===== config.mk =====
export PLATFORM = sky130hd
export DESIGN_NAME = fifo_nonlookahead_to_lookahead
export DESIGN_NICKNAME = d
export VERILOG_FILES = /design/src/rtl/fifo_nonlookahead_to_lookahead_pkg.sv /design/src/rtl/fifo_n2l_buf.sv /design/src/rtl/fifo_nonlookahead_to_lookahead.sv
export SDC_FILE = /design/constraint.sdc
export NUM_CORES = 1
export LEC_CHECK = 0
export CAP_MARGIN = 20
export CORE_MARGIN = 5
export CORE_UTILIZATION = 45
export CTS_CLUSTER_SIZE = 24
export DETAILED_ROUTE_END_ITERATION = 8
export PLACE_DENSITY = 0.74
export SYNTH_ARGS = -nofsm -noshare
export SYNTH_HDL_FRONTEND = slang
export SYNTH_HIERARCHICAL = 1
export SYNTH_SLANG_ARGS = --single-unit

===== constraint.sdc =====
create_clock -name clk -period 10.7 [get_ports clk]
set_input_delay 2.14 -clock clk [delete_from_list [all_inputs] [get_ports clk]]
set_output_delay 2.14 -clock clk [all_outputs]
set_load 0.01 [all_outputs]

===== src/rtl/fifo_nonlookahead_to_lookahead_pkg.sv =====
// rtl/fifo_nonlookahead_to_lookahead_pkg.sv - shared sizing for the non-lookahead to lookahead read adapter
// FIFO_N2L_DECOUPLE_EN selects the deeper buffer used by the registered-only issue rule.
package fifo_nonlookahead_to_lookahead_pkg;
`ifdef FIFO_N2L_DECOUPLE_EN
   localparam int DEPTH = 4;
`else
   localparam int DEPTH = 2;
`endif
   localparam int PTR_W = $clog2(DEPTH);
   localparam int OCC_W = $clog2(DEPTH) + 1;

   typedef logic [PTR_W-1:0] ptr_t;
   typedef logic [OCC_W-1:0] occ_t;
endpackage


===== src/rtl/fifo_n2l_buf.sv =====
// rtl/fifo_n2l_buf.sv - DEPTH x DATA_WIDTH register queue holding words captured from upstream
// Plain storage with push/pop and head data; all protocol decisions live in the top level.
module fifo_n2l_buf
   import fifo_nonlookahead_to_lookahead_pkg::*;
#(
   parameter int DATA_WIDTH = 32
) (
   input  logic                  clk,
   input  logic                  rst,
   input  logic                  push,
   input  logic                  pop,
   input  logic [DATA_WIDTH-1:0] din,
   output logic [DATA_WIDTH-1:0] dout,
   output occ_t                  occ
);
   logic [DATA_WIDTH-1:0] mem [DEPTH];
   ptr_t                  head;
   ptr_t                  tail;

   // Pointers are exactly PTR_W bits wide, so wrap modulo DEPTH falls out of the adder.
   always_ff @(posedge clk) begin
      if (rst) begin
         head <= '0;
         tail <= '0;
         occ  <= '0;
      end else begin
         if (push) begin
            mem[tail] <= din;
            tail      <= tail + ptr_t'(1);
         end
         if (pop) begin
            head <= head + ptr_t'(1);
         end
         occ <= occ + occ_t'(push) - occ_t'(pop);
      end
   end

   assign dout = mem[head];
endmodule


===== src/rtl/fifo_nonlookahead_to_lookahead.sv =====
// rtl/fifo_nonlookahead_to_lookahead.sv - turns a non-lookahead FIFO read port into a lookahead one
// FIFO_N2L_DECOUPLE_EN: deeper buffer, _rd driven from registered state only.
module fifo_nonlookahead_to_lookahead
   import fifo_nonlookahead_to_lookahead_pkg::*;
#(
   parameter int DATA_WIDTH = 32
) (
   input  logic                  clk,
   input  logic                  rst,
   input  logic                  _empty,
   output logic                  _rd,
   input  logic [DATA_WIDTH-1:0] _dout,
   output logic                  empty,
   input  logic                  rd,
   output logic [DATA_WIDTH-1:0] dout
);
   logic pending;
   logic pop;
   occ_t occ;

   assign empty = (occ == '0);
   assign pop   = rd && !empty;

`ifdef FIFO_N2L_DECOUPLE_EN
   // One slot of slack replaces the same-cycle pop credit, keeping rd off the _rd path.
   assign _rd = !rst && !_empty && ((occ + occ_t'(pending)) < occ_t'(DEPTH - 1));
`else
   assign _rd = !rst && !_empty && ((occ + occ_t'(pending) - occ_t'(pop)) < occ_t'(DEPTH));
`endif

   always_ff @(posedge clk) begin
      if (rst) begin
         pending <= 1'b0;
      end else begin
         pending <= _rd && !_empty;
      end
   end

   fifo_n2l_buf #(
      .DATA_WIDTH (DATA_WIDTH)
   ) u_buf (
      .clk  (clk),
      .rst  (rst),
      .push (pending),
      .pop  (pop),
      .din  (_dout),
      .dout (dout),
      .occ  (occ)
   );

   // The word in flight must always have a free slot waiting for it.
   a_no_overflow : assert property (@(posedge clk) disable iff (rst)
      (occ + occ_t'(pending)) <= occ_t'(DEPTH));
endmodule

==> summary.md, run 1 <==
| Metric | Value |
|---|---|
| First-pass DRT Iterations | 4 |
| Hold Slack | 556 ps |
| Layout Utilization | 0.614 |
| Num CTS Buffers | 9 |
| TritonCTS clock tree | yes |
| CP Cell Sequence | clkdlybuf4s50_1 -> nor2b_1 -> ha_1 -> nor2b_1 -> xnor2_1 -> nor3_1 -> clkdlybuf4s50_1 |
| Vias | 1377 |
| Die Ht | 88.2 µm |
| Seq/Total Area, Yosys | 0.742 |
| Top-count cell post-synth | edfxtp_1 |
| Cell row count | 28 |
| Post-CTS resize count | 0 |
| Post-Syn Area | 2750 µm² |
| Number of global-route vias before repair | 1548 |
| DPL Wire Length | 3270 µm |
| Clk slew on worst S/H paths | 70 ps |
| Internal power | 0.000545 W |
| Synth area leaders | edfxtp_1 70%, mux2_4 16%, dfxtp_1 4.4%, buf_12 2.2%, ha_1 1.4% |
| H-tree levels | 3 |
| Syn_nets | 168 |
| Max Used Layer | met4 |
| Total GRT Usage | 0.134 |
| Critical path's slowest cell | clkdlybuf4s50_1 |
| Highest clock rate | 0.159 GHz |
| Type of the worst setup path | in2out |
| Drt drc | 0 |
| Antenna diodes | 0 |
| Max-slew violations | 0 |
| Synth Register Bits | 70 |
| Sw Ratio | 0.257 |
| Hold wc startpoint | u_buf/head |
| Area of the multi-input gates | 638 µm² |
| Die area | 7780 µm² |
| Crit-path max cell delay | 570 ps |
| WL per Instance | 16.7 µm |
| Comb power frac | 0.292 |
| Clock share of power | 0.224 |
| GPL Wtd Cong | 0.820 |
| Area Overhead vs Synth | 32.1% |
| Final hold viol count | 0 |
| Unique masters post-synth | 14 |
| Crit start category | input pin |
| Ys async rst share | 0 |
| Clock Skew | 6.34 ps |
| Latest clock arrival within the worst-skew pair | 320 ps |
| Final Setup Violations | 0 |
| Leading cell types by count after synthesis | 64 x edfxtp_1, 30 x mux2_4, 6 x dfxtp_1, 5 x nor2_1, 4 x xnor2_1 |
| Largest net degree at the start of global routing | 33 |
| WP data arrival | 4140 ps |
| IR drop worst, VDD | 147 µV |
| Initial antenna violation count | 0 |
| Status | complete, no violations |
| Yosys top cell by area | edfxtp_1 |
| Total core area | 5920 µm² |
| Metal3 WL | 231 µm |
| IO buf count | 69 |
| EDFF count, synth | 64 |
| Initial Util | 0.465 |
| Worst Setup End Kind | output port |
| Vias per cell | 4.83 |
| Layout cell share with drive strength beyond 1 | 0.229 |
| Crit-path max FO | 3 |
| Hold_buf cts | 0 |
| Final instance area | 3640 µm² |
| Worst Hold Class | reg2reg |
| Tcrit/Tclk final | 0.587 |
| Total gr overflow | 0 |
| Setup Fix Bufs, Post-CTS | 0 |
| Max clock buf depth | 2 |
| RR Startpoint | u_buf/occ[1] |
| Register share of total power | 0.484 |
| Synthesized netlist cell count | 129 |
| Net Sw Power | 0.000188 W |
| DRT antenna net count | 0 |
| Nets | 246 |
| CTS root buffer | clkbuf_8 |
| Number of DRC markers in iteration 0 | 62 |
| Fin Setup TNS | 0 ps |
| Die width | 88.2 µm |
| Total Wirelength | 4770 µm |
| Met2 wire len | 2610 µm |
| First-pass GRT wire length | 7550 µm |
| Final worst path period need | 6280 ps |
| M1 wire length | 1870 µm |
| Top FF cell, synth | edfxtp_1 |
| Register Area | 2040 µm² |
| Worst slew pin tran | 1070 ps |
| Fill cells | 438 |
| Mean Syn Cell Area | 21.3 µm² |
| Cell leakage power | 1.28 nW |
| Post-synth top area share | 0.698 |
| I/O pin count | 70 |
| Synth warn | 6 |
| Placed Instance Area | 3490 µm² |
| Slew margin rel. | 0.284 |
| Clock Sinks | 70 |
| Crit path required time | 8560 ps |
| Crit path from | rd |
| PD cells | 202 nW/µm² |
| Unrepaired setup endpoints after global routing | false |
| Max Cap Viol | 0 |
==> sequential cells by signal (all words and copies together), names as in the netlist, named ones only <==
signal	count
u_buf/tail	1
pending	1
u_buf/head	1
u_buf/mem	64
u_buf/occ	2
==> per-stage QoR <==
stage	total power (W)	std cells	setup WS (ps)
floorplan	0.000492	129	5460
global placement	0.000567	271	4550
detailed placement	0.000579	271	4390
CTS	0.000745	285	4390
global route	0.000772	285	4350
finish	0.000734	285	4420
==> worst max-delay path, delay by kind of cell <==
kind          cells  cell delay (ps)
buf+inv           2             1020
simple gates      3              590
xor+xnor          1              100
fa+ha+maj         1              290
==> power by group through the flow <==
stage	Sequential (W)	Combinational [W]	Clock, W
4_1_cts	0.000356	0.000218	0.000171
3_3_place_gp	0.000359	0.000208	0
2_1_floorplan	0.000338	0.000154	0
3_5_place_dp	0.000362	0.000217	0
5_1_grt	0.000360	0.000228	0.000185
6_report	0.000355	0.000214	0.000164
==> final timing paths <==
path	end	slack, ps	cells after the start
worst max register to register	u_buf/occ[1]	9070	7
worst min-delay path	register	560	2
worst max-delay path	_rd	4420	7
worst min register to register	register	560	2
==> layout by cell type, fill, tap and decap left out, drive strengths merged <==
cell type / count
clkdlybuf4s50: 69
edfxtp: 64
mux2: 32
clkbuf: 11
dfxtp: 6
nor2: 5
xnor2: 4
inv: 3
nor2b: 3
ha: 3
nor3: 3
clkinv: 3
buf: 2
nor3b: 1
xnor3: 1
==> cells by family (layout without fill, tap and decap cells) <==
group	after synthesis	count (layout)	share of synthesized area
DFF	70	70	0.742
muxes	32	32	0.172
and+or+nand+nor	12	12	0.0218
buffers and inverters	7	88	0.0300
xor gates and xnor gates	5	5	0.0209
adders and majority gates	3	3	0.0136
==> metal layers <==
metal,global-route usage,vias to the layer above
met2,0.236,39
li1,-,644
met4,0.0824,0
met3,0.0345,8
met5,0,-
met1,0.144,686
==> cell type report <==
| type | count | area share |
|---|---|---|
| Sequential cell | 70 | 0.562 |
| Timing Repair Buffer | 71 | 0.194 |
| Multi-Input combinational cell | 52 | 0.175 |
| Clock buffer | 11 | 0.0361 |
| Tap cell | 75 | 0.0258 |
| Clock inverter | 3 | 0.00378 |
| Inverter | 3 | 0.00310 |
(Power assumes the default switching activity.)
==> run 2, diff against run 1 <==
==> constraint.sdc (replaced) <==
create_clock -name clk -period 6.47 [get_ports clk]
set_input_delay 1.294 -clock clk [delete_from_list [all_inputs] [get_ports clk]]
set_output_delay 1.294 -clock clk [all_outputs]
set_load 0.01 [all_outputs]
==> summary.md, run 2 (same netlist as run 1, synthesis figures left out) <==
| Metric | Value |
|---|---|
| Largest register FFs | 64 |
| Clock Sinks | 70 |
| Crit path from | rd |
| Cell leakage power | 1.30 nW |
| IR drop worst, VDD | 257 µV |
| Hold_buf cts | 0 |
| WP data arrival | 3330 ps |
| Tcrit/Tclk final | 0.714 |
| Hold wc startpoint | u_buf/head |
| Tot Pwr | 0.00132 W |
| Largest net degree at the start of global routing | 33 |
| Type of the worst setup path | in2out |
| TritonCTS clock tree | yes |
| Crit-path max FO | 3 |
| Final hold viol count | 0 |
| IO buf count | 69 |
| Slew margin rel. | 0.295 |
| Worst slew pin tran | 1060 ps |
| Post-CTS resize count | 0 |
| Num CTS Buffers | 9 |
| Metal3 WL | 240 µm |
| Total core area | 5920 µm² |
| Worst Hold Class | reg2reg |
| Setup Fix Bufs, Post-CTS | 0 |
| First-pass GRT wire length | 7340 µm |
| PD cells | 355 nW/µm² |
| Fin Setup TNS | 0 ps |
| Final Setup Violations | 0 |
| Number of global-route vias before repair | 1459 |
| Area of the multi-input gates | 638 µm² |
| Initial antenna violation count | 0 |
| First-pass DRT Iterations | 2 |
| Final worst path period need | 4620 ps |
| Clk slew on worst S/H paths | 70 ps |
| Met2 wire len | 2570 µm |
| Die width | 88.2 µm |
| Total gr overflow | 0 |
| Cell row count | 28 |
| Die area | 7780 µm² |
| Layout cell share with drive strength beyond 1 | 0.250 |
| H-tree levels | 3 |
| Die Ht | 88.2 µm |
| DPL Wire Length | 3310 µm |
| Max Cap Viol | 0 |
| Worst Setup End Kind | output port |
| Hold path depth | 2 |
| M1 wire length | 1890 µm |
| Drt drc | 0 |
| Vias per cell | 4.71 |
| Antenna diodes | 0 |
| Most flops, register | u_buf/mem |
| Crit start category | input pin |
| Clock Skew | 3.64 ps |
| WL per Instance | 16.9 µm |
| Vias | 1353 |
| Top Registers | u_buf/mem: 64 flops, u_buf/occ: 2 flops |
| GPL Wtd Cong | 0.814 |
| Total Wirelength | 4850 µm |
| Latest clock arrival within the worst-skew pair | 330 ps |
| Register Area | 2040 µm² |
| Max clock buf depth | 2 |
| Unrepaired setup endpoints after global routing | false |
| Fill cells | 437 |
| Setup slack after layout | 1850 ps |
| Max Used Layer | met4 |
| Max-slew violations | 0 |
| Most common cell after layout, fill and taps aside | clkdlybuf4s50_1 |
| Layout Utilization | 0.627 |
| I/O pin count | 70 |
| Total GRT Usage | 0.132 |
| Crit path required time | 5180 ps |
| CTS root buffer | clkbuf_8 |
| Highest clock rate | 0.216 GHz |
| Initial Util | 0.465 |
| DRT antenna net count | 0 |
| Number of DRC markers in iteration 0 | 116 |
| R2R cell count | 6 |
| Area Overhead vs Synth | 34.9% |
| Hold Slack | 541 ps |
| RR Startpoint | u_buf/occ[1] |
| Commonest non-fill, non-tap cells in the layout | 69 x clkdlybuf4s50_1, 64 x edfxtp_1, 30 x mux2_4 |
| Status | complete, no violations |
| Nets | 246 |
| Dpl ws | 1820 ps |
-- run 2: changes by cell type in the layout (fill, tap and decap cells not counted) --
| cell | before | now |
|---|---|---|
| clkbuf_1 | 2 | 0 |
| clkinv_2 | 2 | 1 |
| clkinvlp_4 | 0 | 3 |
| inv_6 | 0 | 1 |
| clkinv_1 | 1 | 0 |
| bufinv_16 | 0 | 2 |
-- run 2: routing by layer --
metal | vias to the layer above | GRT usage
met5 | - | 0
li1 | 647 | -
met4 | 0 | 0.0948
met1 | 651 | 0.143
met2 | 42 | 0.230
met3 | 13 | 0.0279
-- run 2: final cells by class --
cell class              instances  share of cell area
clock buffers                   9              0.0334
clock inverters                 7              0.0260
inverters                       3             0.00303
multi-input cells              52               0.172
flip-flops and latches         70               0.550
well taps                      75              0.0253
repair buffers                 71               0.190
-- run 2: power by group --
group          switching [W]  internal, W
registers          0.0000513     0.000535
clock network       0.000159     0.000217
logic               0.000120     0.000234
total               0.000331     0.000987
-- run 2: final timing paths --
path                      to  slack [ps]
hold / removal    u_buf/head         540
setup reg to reg     pending        4870
hold reg to reg   u_buf/head         540
setup / recovery         _rd        1850
-- run 2: critical path, stage by stage --
cell and delay [ps]:
clkdlybuf4s50_1 450, nor2b_1 280, ha_1 300, nor2b_1 180
xnor2_1 110, nor3_1 150, clkdlybuf4s50_1 570
-- run 2: through the flow --
| stage | area (µm²) | instances |
|---|---|---|
| 6_report | 3710 | 287 |
| 5_1_grt | 3710 | 287 |
| 4_1_cts | 3710 | 287 |
| 3_5_place_dp | 3490 | 271 |
| 3_3_place_gp | 3490 | 271 |
| 2_1_floorplan | 2750 | 129 |
==> run 3, diff against run 2 <==
==> constraint.sdc (replaced) <==
create_clock -name clk -period 4.7 [get_ports clk]
set_input_delay 0.94 -clock clk [delete_from_list [all_inputs] [get_ports clk]]
set_output_delay 0.94 -clock clk [all_outputs]
set_load 0.01 [all_outputs]
==> summary.md, run 3 (same netlist as run 1, synthesis figures left out) <==
| Metric | Value |
|---|---|
| PD cells | 459 nW/µm² |
| Final Setup Violations | 0 |
| Worst slew pin tran | 1060 ps |
| Unrepaired setup endpoints after global routing | false |
| Initial antenna violation count | 0 |
| Largest net degree at the start of global routing | 33 |
| Net Sw Power | 0.000433 W |
| Max-slew violations | 0 |
| GPL Wtd Cong | 0.815 |
| Clock Skew | 4.12 ps |
| Number of DRC markers in iteration 0 | 68 |
| First-pass DRT Iterations | 4 |
| Slew margin rel. | 0.294 |
| Final worst path period need | 3810 ps |
| Comb power frac | 0.291 |
| Area Overhead vs Synth | 32.5% |
| Hold_buf cts | 0 |
| DRT antenna net count | 0 |
| Max clock buf depth | 2 |
| Latest clock arrival within the worst-skew pair | 320 ps |
| TritonCTS clock tree | yes |
| Cell row count | 28 |
| Fin Setup TNS | 0 ps |
| Crit start category | input pin |
| Clk slew on worst S/H paths | 60 ps |
| CTS root buffer | clkbuf_8 |
| Total core area | 5920 µm² |
| Most flops, register | u_buf/mem |
| Commonest non-fill, non-tap cells in the layout | 69 x clkdlybuf4s50_1, 64 x edfxtp_1, 30 x mux2_4 |
| Top Registers | u_buf/mem: 64 flops, u_buf/occ: 2 flops |
| Highest clock rate | 0.262 GHz |
| Internal power | 0.00124 W |
| Final hold viol count | 0 |
| Antenna diodes | 0 |
| Num CTS Buffers | 9 |
| Most common cell after layout, fill and taps aside | clkdlybuf4s50_1 |
| Vias | 1397 |
| Tcrit/Tclk final | 0.811 |
| Layout cell share with drive strength beyond 1 | 0.231 |
| Nets | 246 |
| H-tree levels | 3 |
| WL per Instance | 17.3 µm |
| Total GRT Usage | 0.135 |
| Die width | 88.2 µm |
| Clock Sinks | 70 |
| First-pass GRT wire length | 7690 µm |
| IO buf count | 69 |
| WP data arrival | 2870 ps |
| DPL Wire Length | 3480 µm |
| Register share of total power | 0.483 |
| Vias per cell | 4.87 |
| I/O pin count | 70 |
| Post-CTS resize count | 0 |
| Sw Ratio | 0.258 |
| Total gr overflow | 0 |
| Max Cap Viol | 0 |
| Crit-path max FO | 3 |
| Crit path required time | 3760 ps |
| Number of global-route vias before repair | 1538 |
| Area of the multi-input gates | 638 µm² |
| Type of the worst setup path | in2out |
| Fill cells | 424 |
| Hold Slack | 533 ps |
| Setup Fix Bufs, Post-CTS | 0 |
| Status | complete, no violations |
| Worst Hold Class | reg2reg |
| Register Area | 2040 µm² |
| Largest register FFs | 64 |
| Die area | 7780 µm² |
| Cell leakage power | 1.28 nW |
| Drt drc | 0 |
| Total Wirelength | 4950 µm |
| Die Ht | 88.2 µm |
| Tot Pwr | 0.00168 W |
| Worst Setup End Kind | output port |
| IR drop worst, VDD | 354 µV |
| Clock share of power | 0.226 |
| Initial Util | 0.465 |
==> run 3: power groups by stage <==
stage	clock network [W]	registers, W	logic, W
after floorplan	0	0.000769	0.000350
after global placement	0	0.000818	0.000472
after detailed placement	0	0.000826	0.000496
after CTS	0.000392	0.000813	0.000497
after global routing	0.000420	0.000820	0.000521
final	0.000379	0.000810	0.000488
==> run 3: path summary, 6_finish.rpt <==
check | startpoint | endpoint | slack (ps) | depth (start not counted)
max | rd | _rd | 890 | 7
min | u_buf/head | u_buf/head | 530 | 2
max reg2reg | u_buf/occ[1] | u_buf/occ[1] | 3060 | 7
min reg2reg | u_buf/head | u_buf/head | 530 | 2
==> run 3: critical path, stage by stage <==
cell,delay (ps)
clkdlybuf4s50_1,450
nor2b_1,260
ha_1,280
nor2b_1,130
xnor2_1,100
nor3_1,140
clkdlybuf4s50_1,560
==> run 3: final cells by class <==
cell class	instances	area share
tap	75	0.0257
clock buffer	10	0.0350
multi-input combinational	52	0.175
timing repair buffer	71	0.193
inverter	3	0.00309
clock inverter	6	0.00789
sequential	70	0.560
==> run 3: routing by layer <==
layer / wire, µm / vias up / track usage / share of wire
met5: 0 / - / 0 / 0
met4: 106 / 0 / 0.0769 / 0.021
met3: 237 / 8 / 0.0307 / 0.048
met2: 2790 / 42 / 0.243 / 0.56
met1: 1820 / 699 / 0.147 / 0.37
li1: - / 648 / - / -
==> run 3: stage by stage <==
| step | std cells | cell area (µm²) | worst slack [ps] | utilization |
|---|---|---|---|---|
| 6_report | 287 | 3650 | 888 | 0.616 |
| 4_1_cts | 287 | 3650 | 867 | 0.616 |
| 3_3_place_gp | 271 | 3490 | 950 | 0.590 |
| 5_1_grt | 287 | 3650 | 744 | 0.616 |
| 3_5_place_dp | 271 | 3490 | 883 | 0.590 |
| 2_1_floorplan | 129 | 2750 | 889 | - |
